<file path="config.mk">
export PLATFORM = sky130hd
export DESIGN_NAME = regfile_dump_reader
export DESIGN_NICKNAME = d
export VERILOG_FILES = /design/src/rtl/regfile_dump_reader.sv
export SDC_FILE = /design/constraint.sdc
export NUM_CORES = 1
export LEC_CHECK = 0
export CORE_UTILIZATION = 46
export CTS_CLUSTER_DIAMETER = 100
export DETAILED_ROUTE_END_ITERATION = 8
export PLACE_DENSITY = 0.93
export REMOVE_ABC_BUFFERS = 1
export SLEW_MARGIN = 10
export SYNTH_ARGS = -nofsm -noshare
export SYNTH_HDL_FRONTEND = slang
export SYNTH_SLANG_ARGS = --single-unit
</file>
<file path="constraint.sdc">
create_clock -name clk -period 2.7 [get_ports clk]
set_input_delay 0.405 -clock clk [delete_from_list [all_inputs] [get_ports clk]]
set_output_delay 0.405 -clock clk [all_outputs]
set_load 0.03 [all_outputs]
</file>
<file path="src/rtl/regfile_dump_reader.sv">
// Walks every architectural register through one combinational register file
// read port and streams the values out over a valid/ready interface.
module regfile_dump_reader #(
   parameter int NUM_REGS = 32,
   parameter int ADDR_W   = 5,
   parameter int DATA_W   = 32
) (
   input  logic              clk,
   input  logic              rst,
   input  logic              start,
   output logic              busy,
   output logic              done,
   output logic [ADDR_W-1:0] rf_addr,
   input  logic [DATA_W-1:0] rf_data,
   output logic              out_valid,
   input  logic              out_ready,
   output logic [DATA_W-1:0] out_data,
   output logic [ADDR_W-1:0] out_index,
   output logic              out_last
);

   typedef enum logic [1:0] {
      IDLE,
      READ,
      SEND
   } state_t;

   localparam logic [ADDR_W-1:0] LAST_IDX = ADDR_W'(NUM_REGS - 1);

   state_t              state_q,     state_d;
   logic [ADDR_W-1:0]   rd_ptr_q,    rd_ptr_d;
   logic                busy_q,      busy_d;
   logic                done_q,      done_d;
   logic                out_valid_q, out_valid_d;
   logic [DATA_W-1:0]   out_data_q,  out_data_d;
   logic [ADDR_W-1:0]   out_index_q, out_index_d;
   logic                out_last_q,  out_last_d;
   logic                capture;

   always_comb begin
      // NOTE: every signal assigned here gets a default first, so no path
      // through the case statement can leave one unassigned and infer a latch.
      state_d     = state_q;
      rd_ptr_d    = rd_ptr_q;
      busy_d      = busy_q;
      done_d      = 1'b0;
      out_valid_d = out_valid_q;
      out_data_d  = out_data_q;
      out_index_d = out_index_q;
      out_last_d  = out_last_q;
      capture     = 1'b0;

      case (state_q)
         IDLE: begin
            if (start) begin
               rd_ptr_d = '0;
               busy_d   = 1'b1;
               state_d  = READ;
            end
         end
         READ: begin
            capture = 1'b1;
            state_d = SEND;
         end
         SEND: begin
            if (out_ready) begin
               if (out_last_q) begin
                  out_valid_d = 1'b0;
                  out_last_d  = 1'b0;
                  busy_d      = 1'b0;
                  done_d      = 1'b1;
                  rd_ptr_d    = '0;
                  state_d     = IDLE;
               end else begin
                  // Accepting a beat refills the output stage on the same edge.
                  capture = 1'b1;
               end
            end
         end
         default: state_d = IDLE;
      endcase

      if (capture) begin
         out_data_d  = rf_data;
         out_index_d = rd_ptr_q;
         out_last_d  = (rd_ptr_q == LAST_IDX);
         rd_ptr_d    = (rd_ptr_q == LAST_IDX) ? '0 : rd_ptr_q + ADDR_W'(1);
         out_valid_d = 1'b1;
      end
   end

   // NOTE: state registers use non-blocking assignments so every flop samples
   // the pre-edge values regardless of statement order.
   always_ff @(posedge clk or negedge rst) begin
      if (!rst) begin
         state_q     <= IDLE;
         rd_ptr_q    <= '0;
         busy_q      <= 1'b0;
         done_q      <= 1'b0;
         out_valid_q <= 1'b0;
         out_data_q  <= '0;
         out_index_q <= '0;
         out_last_q  <= 1'b0;
      end else begin
         state_q     <= state_d;
         rd_ptr_q    <= rd_ptr_d;
         busy_q      <= busy_d;
         done_q      <= done_d;
         out_valid_q <= out_valid_d;
         out_data_q  <= out_data_d;
         out_index_q <= out_index_d;
         out_last_q  <= out_last_d;
      end
   end

   assign rf_addr   = rd_ptr_q;
   assign busy      = busy_q;
   assign done      = done_q;
   assign out_valid = out_valid_q;
   assign out_data  = out_data_q;
   assign out_index = out_index_q;
   assign out_last  = out_last_q;

endmodule
</file>
==> results.ini, run 1 <==
[route]
post_drt_wl_per_cell_um = 15.9
ant_nets = 0
drt_first_pass_iters = 4
routed_wl_um = 4390
drc = 0
vias = 1448
drt-vias-per-instance = 5.27
drtIter0Drc = 56

[setup_path]
endpoint_kind = flip-flop
worstSetupPathType = flip-flop to flip-flop
startpoint_type = flip-flop
cp_data_arrival_time_ns = 2.30
cp_max_fo = 21
crit_required_ns = 2.88

[cts]
cts-buffers-inserted = 5
clock_sinks = 48
postCtsSetupRepairBufs = 0
ctsHtreeMaxLevel = 2
cts_resized = 0
ctsHoldBuffers = 0
worstSkewPairLatency_ns = 0.29
cts_tree = built
cts_max_path_buffers = 2
path_clk_slew_ns = 0.08
cts_root_buffer = clkbuf_8

[grt]
grt_max_degree = 27
overflow = 0
grt.total_usage_pct = 21.9
antenna_found_initial = 0
grt_pass1_wl_um = 7190
grt_pass1_vias = 1499

[placed_design]
pre_cts_ws_ns = 0.402
gp_congestion = 0.729
hpwl_um = 3070
port_buffers = 81

[floorplanning]
start_util_pct = 49.0
core_area_um2 = 4090
die_h_um = 68.0
die_width_um = 68.0
io_pins = 82
rows = 23
dieArea_um2 = 4620

[yosys]
seq_area_frac_synth_pct = 60.0
avgSynthCellArea_um2 = 14.6
netlist_instances = 137
synth_area_um2 = 2000
ys_warn_count = 0
ys_ff_latch = 48
ys_types = 28

[sta]
finalHoldViolations = 0
finalSetupTns_ns = 0
fmax_mhz = 473
fin_skew_ns = 0.00386
slew_violations = 0
finalWorstSetupSlack_ns = 0.585
finalSetupViolCount = 0
holdWs_ns = 0.0931
timing.final.crit_share_pct = 78.3
rsz0062_at_grt = false
tightest_slew_ns = 0.563
finalCriticalPeriod_ns = 2.12
relSlewSlack_pct = 62.5

[power_and_ir_drop]
peakVddDrop_mv = 0.824
power_mw = 4.04
p_per_area_nw_per_um2 = 1340
cellLeakagePower_nw = 1.33

[cells_and_area]
drive_above_1_share_pct = 23.1
nNetsFinal = 266
diodes = 0
synthToLayoutAreaGrowth_pct = 50.2

[run]
max-cap-violations = 0

[run_status]
status = finished, final reports clean

[min_path]
min_path_type = input port to asynchronous set/reset pin

==> through the flow <==
stage | utilization, % | cell area [um2] | cells
floorplan | - | 1960 | 133
global placement | 70.5 | 2880 | 267
detailed placement | 70.5 | 2880 | 267
CTS | 73.5 | 3010 | 275
global route | 73.5 | 3010 | 275
finish | 73.5 | 3010 | 275
==> path summary, 6_finish.rpt <==
path                             start            to  slack [ns]  depth (start not counted)
max in group asynchronous          rst  out_data[13]        1.91                          2
hold reg to reg            out_data[8]   out_data[8]        0.51                          1
min in group clk           out_data[8]   out_data[8]        0.51                          1
hold / removal                     rst          busy        0.09                          1
setup reg to reg            state_q[0]    rf_addr[1]        0.58                          7
setup / recovery            state_q[0]    rf_addr[1]        0.58                          7
==> metal layers <==
metal | vias to the layer above | track usage (%) | part of all wire [%]
met5 | - | 0 | 0
met4 | 0 | 7.55 | 1.3
met3 | 7 | 8.33 | 7.7
met2 | 55 | 34.6 | 50
met1 | 721 | 27.5 | 41
li1 | 665 | - | -
==> sequential cells by signal, summed over array words and instances, names as in the netlist <==
register	count
busy	1
out_valid	1
out_data	32
rf_addr	5
out_last	1
out_index	5
state_q	2
done	1
==> Yosys cell counts, drive strengths merged <==
| cell type | n | area, um2 |
|---|---|---|
| dfrtp | 48 | 1200 |
| mux2 | 39 | 439 |
| ha | 6 | 75.1 |
| inv | 6 | 22.5 |
| a21oi | 4 | 20.0 |
| buf | 4 | 37.5 |
| nand2 | 4 | 15.0 |
| a211o | 2 | 17.5 |
| a31oi | 2 | 12.5 |
| and3 | 2 | 12.5 |
| nor2 | 2 | 7.51 |
| nor3 | 2 | 10.0 |
| nor4b | 2 | 17.5 |
| o21ai | 2 | 21.3 |
| a21o | 1 | 7.51 |
| a22o | 1 | 8.76 |
| a32o | 1 | 10.0 |
| and3b | 1 | 8.76 |
| nand2b | 1 | 6.26 |
| nand3 | 1 | 5.00 |
| nor4 | 1 | 6.26 |
| o211ai | 1 | 7.51 |
| o21a | 1 | 7.51 |
| o221ai | 1 | 8.76 |
| o22a | 1 | 8.76 |
| o22ai | 1 | 6.26 |
==> power by group <==
group          total, mW  switching, mW  internal (mW)
Sequential          1.23          0.188           1.04
Combinational       2.26           1.16           1.10
Clock              0.552          0.225          0.327
Total               4.04           1.57           2.46
==> area by class of cell <==
class | count | area (um2)
fillers | 269 | 1080
flip-flops and latches | 48 | 1200
clock inverters | 1 | 30.0
repair buffers | 84 | 853
clock buffers | 7 | 96.3
inverters | 6 | 22.5
multi-input cells | 79 | 739
well taps | 50 | 62.6
==> worst max-delay path, stage by stage, from the launching register on <==
cell	delay [ns]
dfrtp_1	0.38
inv_1	0.09
ha_1	0.27
and3b_1	0.25
o21ai_4	0.42
buf_12	0.23
inv_1	0.08
a32o_1	0.28
==> cells in the final DEF, fill, tap and decap left out <==
master	count
clkbuf_8	7
nor2_1	2
a211o_1	2
o21a_1	1
buf_2	1
o211ai_1	1
a21oi_1	4
buf_4	1
ha_1	6
mux2_2	39
a21o_1	1
and3b_1	1
nor4_1	1
a32o_1	1
nor3_1	2
a31oi_1	2
nor4b_1	2
bufinv_16	1
o22ai_1	1
a22o_1	1
o21ai_0	1
buf_12	2
nand2_1	4
nand3_1	1
and3_1	2
o221ai_1	1
inv_1	6
clkdlybuf4s50_1	80
o22a_1	1
nand2b_1	1
dfrtp_1	48
o21ai_4	1
==> cells by family after synthesis <==
family | count (synthesis) | share of synthesized area, %
AO/OA/AOI/OAI | 18 | 6.82
adder cells (fa/ha/maj) | 6 | 3.75
buffers and inverters | 10 | 3.00
flip-flops | 48 | 60.0
multiplexers | 39 | 22.0
AND/OR/NAND/NOR | 16 | 4.44
Power figures use the tool's default switching activity.
==> run 2: changes to the inputs <==
- CORE_UTILIZATION: 46 -> 42
- PLACE_DENSITY: 0.93 -> 0.87
- clock period: 2.7 -> 2.2 ns (I/O delays scaled with it)
==> run 2 against run 1 <==
The flow now finishes with violations (DRC). Register-to-register slack worse by 0.29 ns. Via count down 1.2%. Critical endpoint is now out_data[5]. Utilization down 6.5 points. Largest cell class unchanged. Critical path depth down 1. Sequential power up 20%. Largest power group unchanged. Flip-flop and latch count unchanged. Clock skew up 0.0074 ns.
==> results.ini, run 2 (same netlist as run 1, synthesis figures left out) <==
[route]
ant_nets = 0  ; unchanged
drtIter0Drc = 37  ; was 56
routed_wl_um = 4070  ; was 4390 um
drt_first_pass_iters = 8  ; was 4
post_drt_wl_per_cell_um = 14.6  ; was 15.9 um
drc = 3  ; was 0
drt-vias-per-instance = 5.13  ; was 5.27
vias = 1430  ; was 1,448

[floorplanning]
die_h_um = 71.0  ; was 68.0 um
die_width_um = 71.0  ; was 68.0 um
core_area_um2 = 4470  ; was 4090 um2
dieArea_um2 = 5040  ; was 4620 um2
io_pins = 82  ; unchanged
rows = 24  ; was 23
start_util_pct = 44.7  ; was 49.0%

[placed_design]
dpl_cell_area_um2 = 2870  ; was 2880 um2
hpwl_um = 2850  ; was 3070 um
port_buffers = 81  ; unchanged
gp_congestion = 0.754  ; was 0.729

[power_and_ir_drop]
combPwrFrac_pct = 55.7  ; was 56.0%
p_sw_mw = 1.90  ; was 1.57 mW
p_per_area_nw_per_um2 = 1630  ; was 1340 nW/um2
p_int_mw = 2.98  ; was 2.46 mW
power.share.switching_pct = 38.9  ; was 39.0%
pwr-share-clk_pct = 14.0  ; was 13.7%
peakVddDrop_mv = 1.00  ; was 0.824 mV
seq_power_share_pct = 30.4  ; was 30.3%
cellLeakagePower_nw = 1.33  ; about the same

[cells_and_area]
final_common_cell = clkdlybuf4s50_1  ; unchanged
synthToLayoutAreaGrowth_pct = 49.8  ; was 50.2%
diodes = 0  ; unchanged
fin_area_um2 = 3000  ; was 3010 um2
nNetsFinal = 268  ; was 266
drive_above_1_share_pct = 23.8  ; was 23.1%
final_cell_mix = clkdlybuf4s50_1, dfrtp_1, mux2_2  ; unchanged
largest_reg_flops = 32  ; unchanged

[run_status]
status = finished, violations left  ; was finished, final reports clean
violations = DRC

[sta]
finalCriticalPeriod_ns = 1.91  ; was 2.12 ns
finalHoldViolations = 0  ; unchanged
finalSetupViolCount = 0  ; unchanged
fin_skew_ns = 0.0112  ; was 0.00386 ns
timing.final.crit_share_pct = 86.8  ; was 78.3%
holdWs_ns = 0.117  ; was 0.0931 ns
finalSetupTns_ns = 0  ; unchanged
slew_violations = 0  ; unchanged
fmax_mhz = 524  ; was 473 MHz
rsz0062_at_grt = false  ; unchanged
tightest_slew_ns = 0.590  ; was 0.563 ns
relSlewSlack_pct = 60.7  ; was 62.5%

[setup_path]
crit_required_ns = 2.39  ; was 2.88 ns
cp_max_fo = 19  ; was 21
worstSetupPathType = flip-flop to flip-flop  ; unchanged
endpoint = out_data[5]  ; was rf_addr[1]
startpoint_type = flip-flop  ; unchanged
endpoint_kind = flip-flop  ; unchanged
timing.rr.start = state_q[0]  ; unchanged
cp_data_arrival_time_ns = 2.09  ; was 2.30 ns
r2r_end = out_data[5]  ; was rf_addr[1]
r2r_slack_ns = 0.29  ; was 0.58 ns
crit_path_start = state_q[0]  ; unchanged
reg2reg_depth = 6  ; was 7

[grt]
grt.total_usage_pct = 17.6  ; was 21.9%
grt_pass1_vias = 1461  ; was 1,499
grt_pass1_wl_um = 6830  ; was 7190 um
antenna_found_initial = 0  ; unchanged
overflow = 0  ; unchanged
grt_max_degree = 49  ; was 27

[cts]
cts_root_buffer = clkbuf_8  ; unchanged
cts-buffers-inserted = 5  ; unchanged
ctsHtreeMaxLevel = 2  ; unchanged
cts_max_path_buffers = 2  ; unchanged
clock_sinks = 48  ; unchanged
ctsHoldBuffers = 0  ; unchanged
postCtsSetupRepairBufs = 0  ; unchanged
worstSkewPairLatency_ns = 0.30  ; was 0.29 ns
path_clk_slew_ns = 0.09  ; was 0.08 ns
cts_resized = 0  ; unchanged
cts_tree = built  ; unchanged

[min_path]
min_path_type = input port to asynchronous set/reset pin  ; unchanged

[run]
max-cap-violations = 0  ; unchanged

[run 2: cell count changes in the layout (fill, tap and decap cells not counted), sizes merged]
cell  before  now
buf        4    6
[run 2: layer usage]
layer	GRT usage, %	up-vias	wire length (um)
li1	-	668	-
met1	21.2	695	1700
met2	26.6	62	1830
met3	10.4	5	498
met4	5.33	0	46
met5	0	-	0
[run 2: critical path, stage by stage (launching register included)]
cell and delay, ns:
dfrtp_1 0.37, inv_1 0.08, ha_1 0.26, and3b_1 0.24, o21ai_4 0.19, buf_4 0.29, mux2_2 0.37
[run 2: how the worst min path moves through the flow]
stage	startpoint	endpoint
after detailed placement	rst	out_index[3]
final	rst	out_data[15]
after CTS	rst	out_index[3]
after floorplan	rst	busy
after global routing	rst	out_index[3]
after global placement	rst	out_index[3]
[run 2: final cells by class]
| cell class | count | area (um2) |
|---|---|---|
| Clock buffer | 7 | 96.3 |
| Clock inverter | 1 | 30.0 |
| Multi-Input combinational cell | 79 | 739 |
| Sequential cell | 48 | 1200 |
| Inverter | 6 | 22.5 |
| Fill cell | 325 | 1480 |
| Tap cell | 52 | 65.1 |
| Timing Repair Buffer | 86 | 843 |
[run 2: stage by stage]
step / util [%] / power, mW / instances / setup slack [ns]
6_report: 67.0 / 4.88 / 279 / 0.290
5_1_grt: 67.0 / 5.16 / 279 / 0.177
4_1_cts: 67.0 / 4.94 / 279 / 0.272
3_5_place_dp: 64.2 / 4.23 / 271 / 0.252
3_3_place_gp: 64.2 / 4.17 / 271 / 0.276
2_1_floorplan: - / 3.17 / 133 / 0.0626
[run 2: power groups by stage]
| stage | combinational (mW) | sequential [mW] | clock [mW] |
|---|---|---|---|
| finish | 2.72 | 1.48 | 0.682 |
| global route | 2.88 | 1.54 | 0.737 |
| CTS | 2.74 | 1.49 | 0.710 |
| detailed placement | 2.73 | 1.50 | 0 |
| global placement | 2.68 | 1.49 | 0 |
| floorplan | 0.968 | 2.20 | 0 |
